`src/rtl/chipper_local_nic.sv`:
```
// Local-port endpoint for a CHIPPER router node: formats core payloads into flits for
// injection on lin, and buffers/checks flits ejected on lout for the core.
module chipper_local_nic #(
   parameter logic [3:0] NODE_ID  = 4'd0,
   parameter int         TX_DEPTH = 4,
   parameter int         RX_DEPTH = 4
) (
   input  logic       i_clk,
   input  logic       i_rst_n,
   input  logic       i_tx_valid,
   input  logic [3:0] i_tx_dest,
   input  logic [4:0] i_tx_data,
   output logic       o_tx_ready,
   output logic [9:0] o_lin,
   input  logic       i_inj_free,
   input  logic [9:0] i_lout,
   output logic       o_rx_valid,
   input  logic       i_rx_ready,
   output logic [4:0] o_rx_data,
   output logic       o_rx_src_ok,
   output logic [7:0] o_drop_cnt,
   output logic [7:0] o_misroute_cnt,
   output logic       o_ovf
);
   localparam int TAW = $clog2(TX_DEPTH);
   localparam int RAW = $clog2(RX_DEPTH);

   // ---------------- injection path ----------------
   logic [8:0]   r_tx_mem [TX_DEPTH];
   logic [TAW:0] r_tx_wp, r_tx_rp;
   logic         w_tx_empty, w_tx_full, w_tx_pop, w_tx_push;

   assign w_tx_empty = (r_tx_wp == r_tx_rp);
   assign w_tx_full  = (r_tx_wp[TAW-1:0] == r_tx_rp[TAW-1:0]) && (r_tx_wp[TAW] != r_tx_rp[TAW]);
   assign w_tx_pop   = i_inj_free && !w_tx_empty;
   // A pop on the same edge frees the slot, so a full FIFO still absorbs the push.
   assign w_tx_push  = i_tx_valid && (!w_tx_full || w_tx_pop);

   always_ff @(posedge i_clk or negedge i_rst_n) begin
      if (!i_rst_n) begin
         r_tx_wp <= '0;
         r_tx_rp <= '0;
      end else begin
         if (w_tx_push) r_tx_wp <= r_tx_wp + 1'b1;
         if (w_tx_pop)  r_tx_rp <= r_tx_rp + 1'b1;
      end
   end

   always_ff @(posedge i_clk) begin
      if (w_tx_push) r_tx_mem[r_tx_wp[TAW-1:0]] <= {i_tx_dest, i_tx_data};
   end

   // Decoded purely from registered state, so lin is stable for the whole cycle.
   assign o_tx_ready = !w_tx_full;
   assign o_lin      = w_tx_empty ? 10'b0 : {1'b1, r_tx_mem[r_tx_rp[TAW-1:0]]};

   // ---------------- ejection path ----------------
   logic [5:0]   r_rx_mem [RX_DEPTH];
   logic [RAW:0] r_rx_wp, r_rx_rp;
   logic         w_rx_empty, w_rx_full, w_rx_pop, w_rx_push, w_rx_drop, w_lout_vld, w_dest_ok;
   logic [7:0]   r_drop_cnt, r_mis_cnt;
   logic         r_ovf;

   assign w_lout_vld = i_lout[9];
   assign w_dest_ok  = (i_lout[8:5] == NODE_ID);
   assign w_rx_empty = (r_rx_wp == r_rx_rp);
   assign w_rx_full  = (r_rx_wp[RAW-1:0] == r_rx_rp[RAW-1:0]) && (r_rx_wp[RAW] != r_rx_rp[RAW]);
   assign w_rx_pop   = !w_rx_empty && i_rx_ready;
   assign w_rx_push  = w_lout_vld && (!w_rx_full || w_rx_pop);
   assign w_rx_drop  = w_lout_vld && w_rx_full && !w_rx_pop;

   always_ff @(posedge i_clk or negedge i_rst_n) begin
      if (!i_rst_n) begin
         r_rx_wp    <= '0;
         r_rx_rp    <= '0;
         r_drop_cnt <= '0;
         r_mis_cnt  <= '0;
         r_ovf      <= 1'b0;
      end else begin
         if (w_rx_push) r_rx_wp <= r_rx_wp + 1'b1;
         if (w_rx_pop)  r_rx_rp <= r_rx_rp + 1'b1;
         if (w_rx_drop && r_drop_cnt != 8'hFF) r_drop_cnt <= r_drop_cnt + 8'd1;
         if (w_rx_drop) r_ovf <= 1'b1;
         if (w_lout_vld && !w_dest_ok && r_mis_cnt != 8'hFF) r_mis_cnt <= r_mis_cnt + 8'd1;
      end
   end

   always_ff @(posedge i_clk) begin
      if (w_rx_push) r_rx_mem[r_rx_wp[RAW-1:0]] <= {w_dest_ok, i_lout[4:0]};
   end

   assign o_rx_valid     = !w_rx_empty;
   assign o_rx_data      = w_rx_empty ? 5'd0 : r_rx_mem[r_rx_rp[RAW-1:0]][4:0];
   assign o_rx_src_ok    = w_rx_empty ? 1'b0 : r_rx_mem[r_rx_rp[RAW-1:0]][5];
   assign o_drop_cnt     = r_drop_cnt;
   assign o_misroute_cnt = r_mis_cnt;
   assign o_ovf          = r_ovf;
endmodule

```
`config.mk`:
```
export PLATFORM = sky130hd
export DESIGN_NAME = chipper_local_nic
export DESIGN_NICKNAME = d
export VERILOG_FILES = /design/src/rtl/chipper_local_nic.sv
export SDC_FILE = /design/constraint.sdc
export NUM_CORES = 1
export LEC_CHECK = 0
export ABC_CLOCK_PERIOD_IN_PS = 1900
export CAP_MARGIN = 20
export CORE_MARGIN = 1.5
export CORE_UTILIZATION = 54
export DETAILED_ROUTE_END_ITERATION = 16
export HOLD_SLACK_MARGIN = 0.1
export PLACE_DENSITY = 0.8
export SLEW_MARGIN = 20
export SYNTH_ARGS = -nofsm -noshare
export SYNTH_HDL_FRONTEND = slang
export SYNTH_SLANG_ARGS = --single-unit
```
`constraint.sdc`:
```
create_clock -name i_clk -period 1.9 [get_ports i_clk]
set_input_delay 0.19 -clock i_clk [delete_from_list [all_inputs] [get_ports i_clk]]
set_output_delay 0.19 -clock i_clk [all_outputs]
set_load 0.005 [all_outputs]
```
==> results.cfg <==
[outcome]
run_status = complete, but fails checks
violations = setup timing

[placed_design]
dpl_cell_area_mm2 = 0.004766
pre_cts_ws_ns = -0.1029
dp_hpwl_um = 4596
placedCellCount = 412
port-buffer-count = 58
finalWeightedCongestion = 0.7956

[clock_tree]
ctsHtreeMaxLevel = 3
clkSlewWorstSetupHoldPaths_ns = 0.09
cts_tree = yes
numCtsBuffers = 9
cts_num_sinks = 89
worst_skew_pair.late_latency_ns = 0.36
cts-root-buf = clkbuf_8
ctsLongestPathBuffers = 2

[worst_setup_path]
r2r_cells = 6
crit-reg2reg-capture = r_tx_mem[0][8]
worstPathArrival_ns = 1.78
regToRegSetupSlack_ns = 0.07
setup.worst_path.class = flip-flop to primary output
critical_path_fanouts_max = 7
worst_setup_path_end_kind = primary output
critical_path_required_ns = 1.71
rr_startpoint = r_tx_rp[0]
worstSetupStartpointType = flip-flop

[power]
worst_ir_drop_vdd_mv = 0.9707
power_per_cell_area_mw_per_mm2 = 1639
leakagePower_nw = 2.107

[global_route]
grt_pass1_wl_um = 12050
antenna_found_initial = 0
grt_usage = 0.2169
grt_overflow_total = 0
pin_count_of_the_biggest_net_entering_global_routing = 30
grt_pass1_vias = 2398

[layout]
finish.cell_count_without_fillers = 445
antenna-diode-count = 0
drive_gt1_frac = 0.3610
multi_input_comb_area_mm2 = 0.001356
finish.utilization = 0.7616
layout-area-overhead-vs-synth_pct = 34.39
area.sequential_mm2 = 0.002531
final_design_area_no_fill_mm2 = 0.005231
nNetsFinal = 380
fillers = 406

[logic_synthesis]
postSynthRegisterBits = 89
postSynth.asyncResetShare = 0.3258
synth-edff-count = 60
synth_top_cells_by_area = edfxtp_1, dfrtp_1, mux4_2
post_synth_instance_area_mm2 = 0.003892
yosysWarnings = 0
synth_cell_types = 41
synth_cells = 237
synthesis.nets = 273
register_area_share_after_synthesis = 0.6493
synth_largest_type_area_fraction = 0.4629
syn_avg_cell_area_um2 = 16.42
ys.flop_type = edfxtp_1
synth_largest_area_cell = edfxtp_1

[floorplanning]
die_area_mm2 = 0.007726
top_level_ports = 59
initial_utilization = 0.5667
height_of_the_die_um = 87.90
width_of_the_die_um = 87.90
fp-row-count = 30
core_mm2 = 0.006869

[timing]
timing.slew.headroom = 0.6342
post-route-min-period_ns = 1.975
tightestPinTransition_ns = 0.5481
timing.final.crit_share = 1.039
whs_ns = 0.2050
timing.clock.skew_ns = 0.007024
final_slew_viol_count = 0
grt_setup_unrepaired = yes
hold_viol_final = 0
max_freq_ghz = 0.5064
setup-violations-final = 15
post-route-worst-setup-slack_ns = -0.07457

[routing]
drtAntennaViolNets = 0
routed_via_density = 5.189
drc_errors = 0
routed_wire_length_per_instance_um = 16.49
detailedRoute.firstPassIterationCount = 4
drt-total-wl_um = 7336
detailroute.via_count = 2309
first_iter_violations = 144

[flow_run]
drv_cap = 0

[worst_hold_path]
timing.hold.worst.class = input port to asynchronous set/reset pin
## kinds of logic after synthesis
kind of cell    share of synthesized area
flops                              0.6493
simple gates                      0.08583
xor+xnor                          0.06043
mux                                0.1109
buf+inv                           0.02347
compound gates                    0.03150
fa+ha+maj                         0.03857
## Yosys cell counts (all sizes together), types with 2 or more instances
cell and n:
nor3 4, ha 12, mux2 6, inv 13, xor2 11, a21oi 5, nor2 6, mux4 15
dfrtp 29, nand3 8, nand3b 2, nand4 3, a31oi 5, edfxtp 60, buf 4, and2 19
nand2 7, clkbuf 2, o211ai 2, and3 4, o21ai 2, xnor2 12
## worst max-delay path by stage
stage	startpoint	to	slack, ns
floorplan	o_drop_cnt[0]	o_drop_cnt[1]	0.15
global placement	r_rx_rp[0]	o_rx_src_ok	-0.04
detailed placement	r_rx_rp[0]	o_rx_data[1]	-0.10
CTS	r_tx_rp[0]	o_lin[5]	-0.09
global route	r_tx_rp[0]	o_lin[5]	-0.13
finish	r_rx_rp[0]	o_rx_data[2]	-0.07
## report_power, final
group          switching (W)  leakage, nW  internal (W)
logic                0.00155         1.10       0.00264
registers           0.000460        0.907       0.00262
clock network       0.000678       0.0990      0.000626
## state kept, by name, indices dropped and copies added, names as in the netlist
register / cells
r_tx_mem: 36
r_rx_wp: 3
r_tx_rp: 3
r_rx_rp: 3
o_misroute_cnt: 8
o_ovf: 1
r_tx_wp: 3
r_rx_mem: 24
o_drop_cnt: 8
## per-layer routing
| metal | global-route usage | vias up | wire length [µm] |
|---|---|---|---|
| li1 | - | 1091 | - |
| met1 | 0.2616 | 1132 | 2914 |
| met2 | 0.3727 | 71 | 3945 |
| met3 | 0.05749 | 15 | 312 |
| met4 | 0.08658 | 0 | 163 |
| met5 | 0 | - | 0 |
## through the flow
stage	TNS, ns	total power, W
global placement	-0.5512	0.006248
detailed placement	-1.167	0.006351
CTS	-0.9219	0.008250
global route	-1.817	0.009119
floorplan	0	0.004674
finish	-0.6850	0.008576
## critical path, cell delays in order (launching register included)
cell,delay (ns)
dfrtp_2,0.51
buf_6,0.14
mux4_2,0.51
and2_4,0.16
buf_6,0.11
## layout by cell type (no fill, tap or decap), drive strengths merged, types with 2 or more instances in the layout
master,Yosys,layout
clkinv,0,2
clkdlybuf4s50,0,40
a31oi,5,5
nor2,6,6
clkbuf,2,10
nor3,4,4
edfxtp,60,60
nand4,3,3
and2,19,19
ha,12,12
nand2,7,7
a21oi,5,5
dfrtp,29,29
and3,4,4
o21ai,2,2
mux2,6,6
nand3,8,8
nand3b,2,2
buf,4,60
xnor2,12,12
dlygate4sd2,0,2
o211ai,2,2
xor2,11,11
mux4,15,15
inv,13,15
## final cells by class
class | instances | share of cell area
Inverter | 13 | 0.009328
Sequential cell | 89 | 0.4839
Clock buffer | 10 | 0.02440
Tap cell | 96 | 0.02296
Timing Repair Buffer | 102 | 0.1858
Clock inverter | 6 | 0.01435
Multi-Input combinational cell | 129 | 0.2593
## what timing repair did
action | 4_1_cts | 5_1_grt
resized for setup | 112 | 16
pin swaps | 14 | 7
hold buffers | 0 | 0
setup buffers | 14 | 2
cloned | 1 | 0
setup endpoints to repair | 42 | 42
Note: power is estimated with default switching activity, not from simulation.
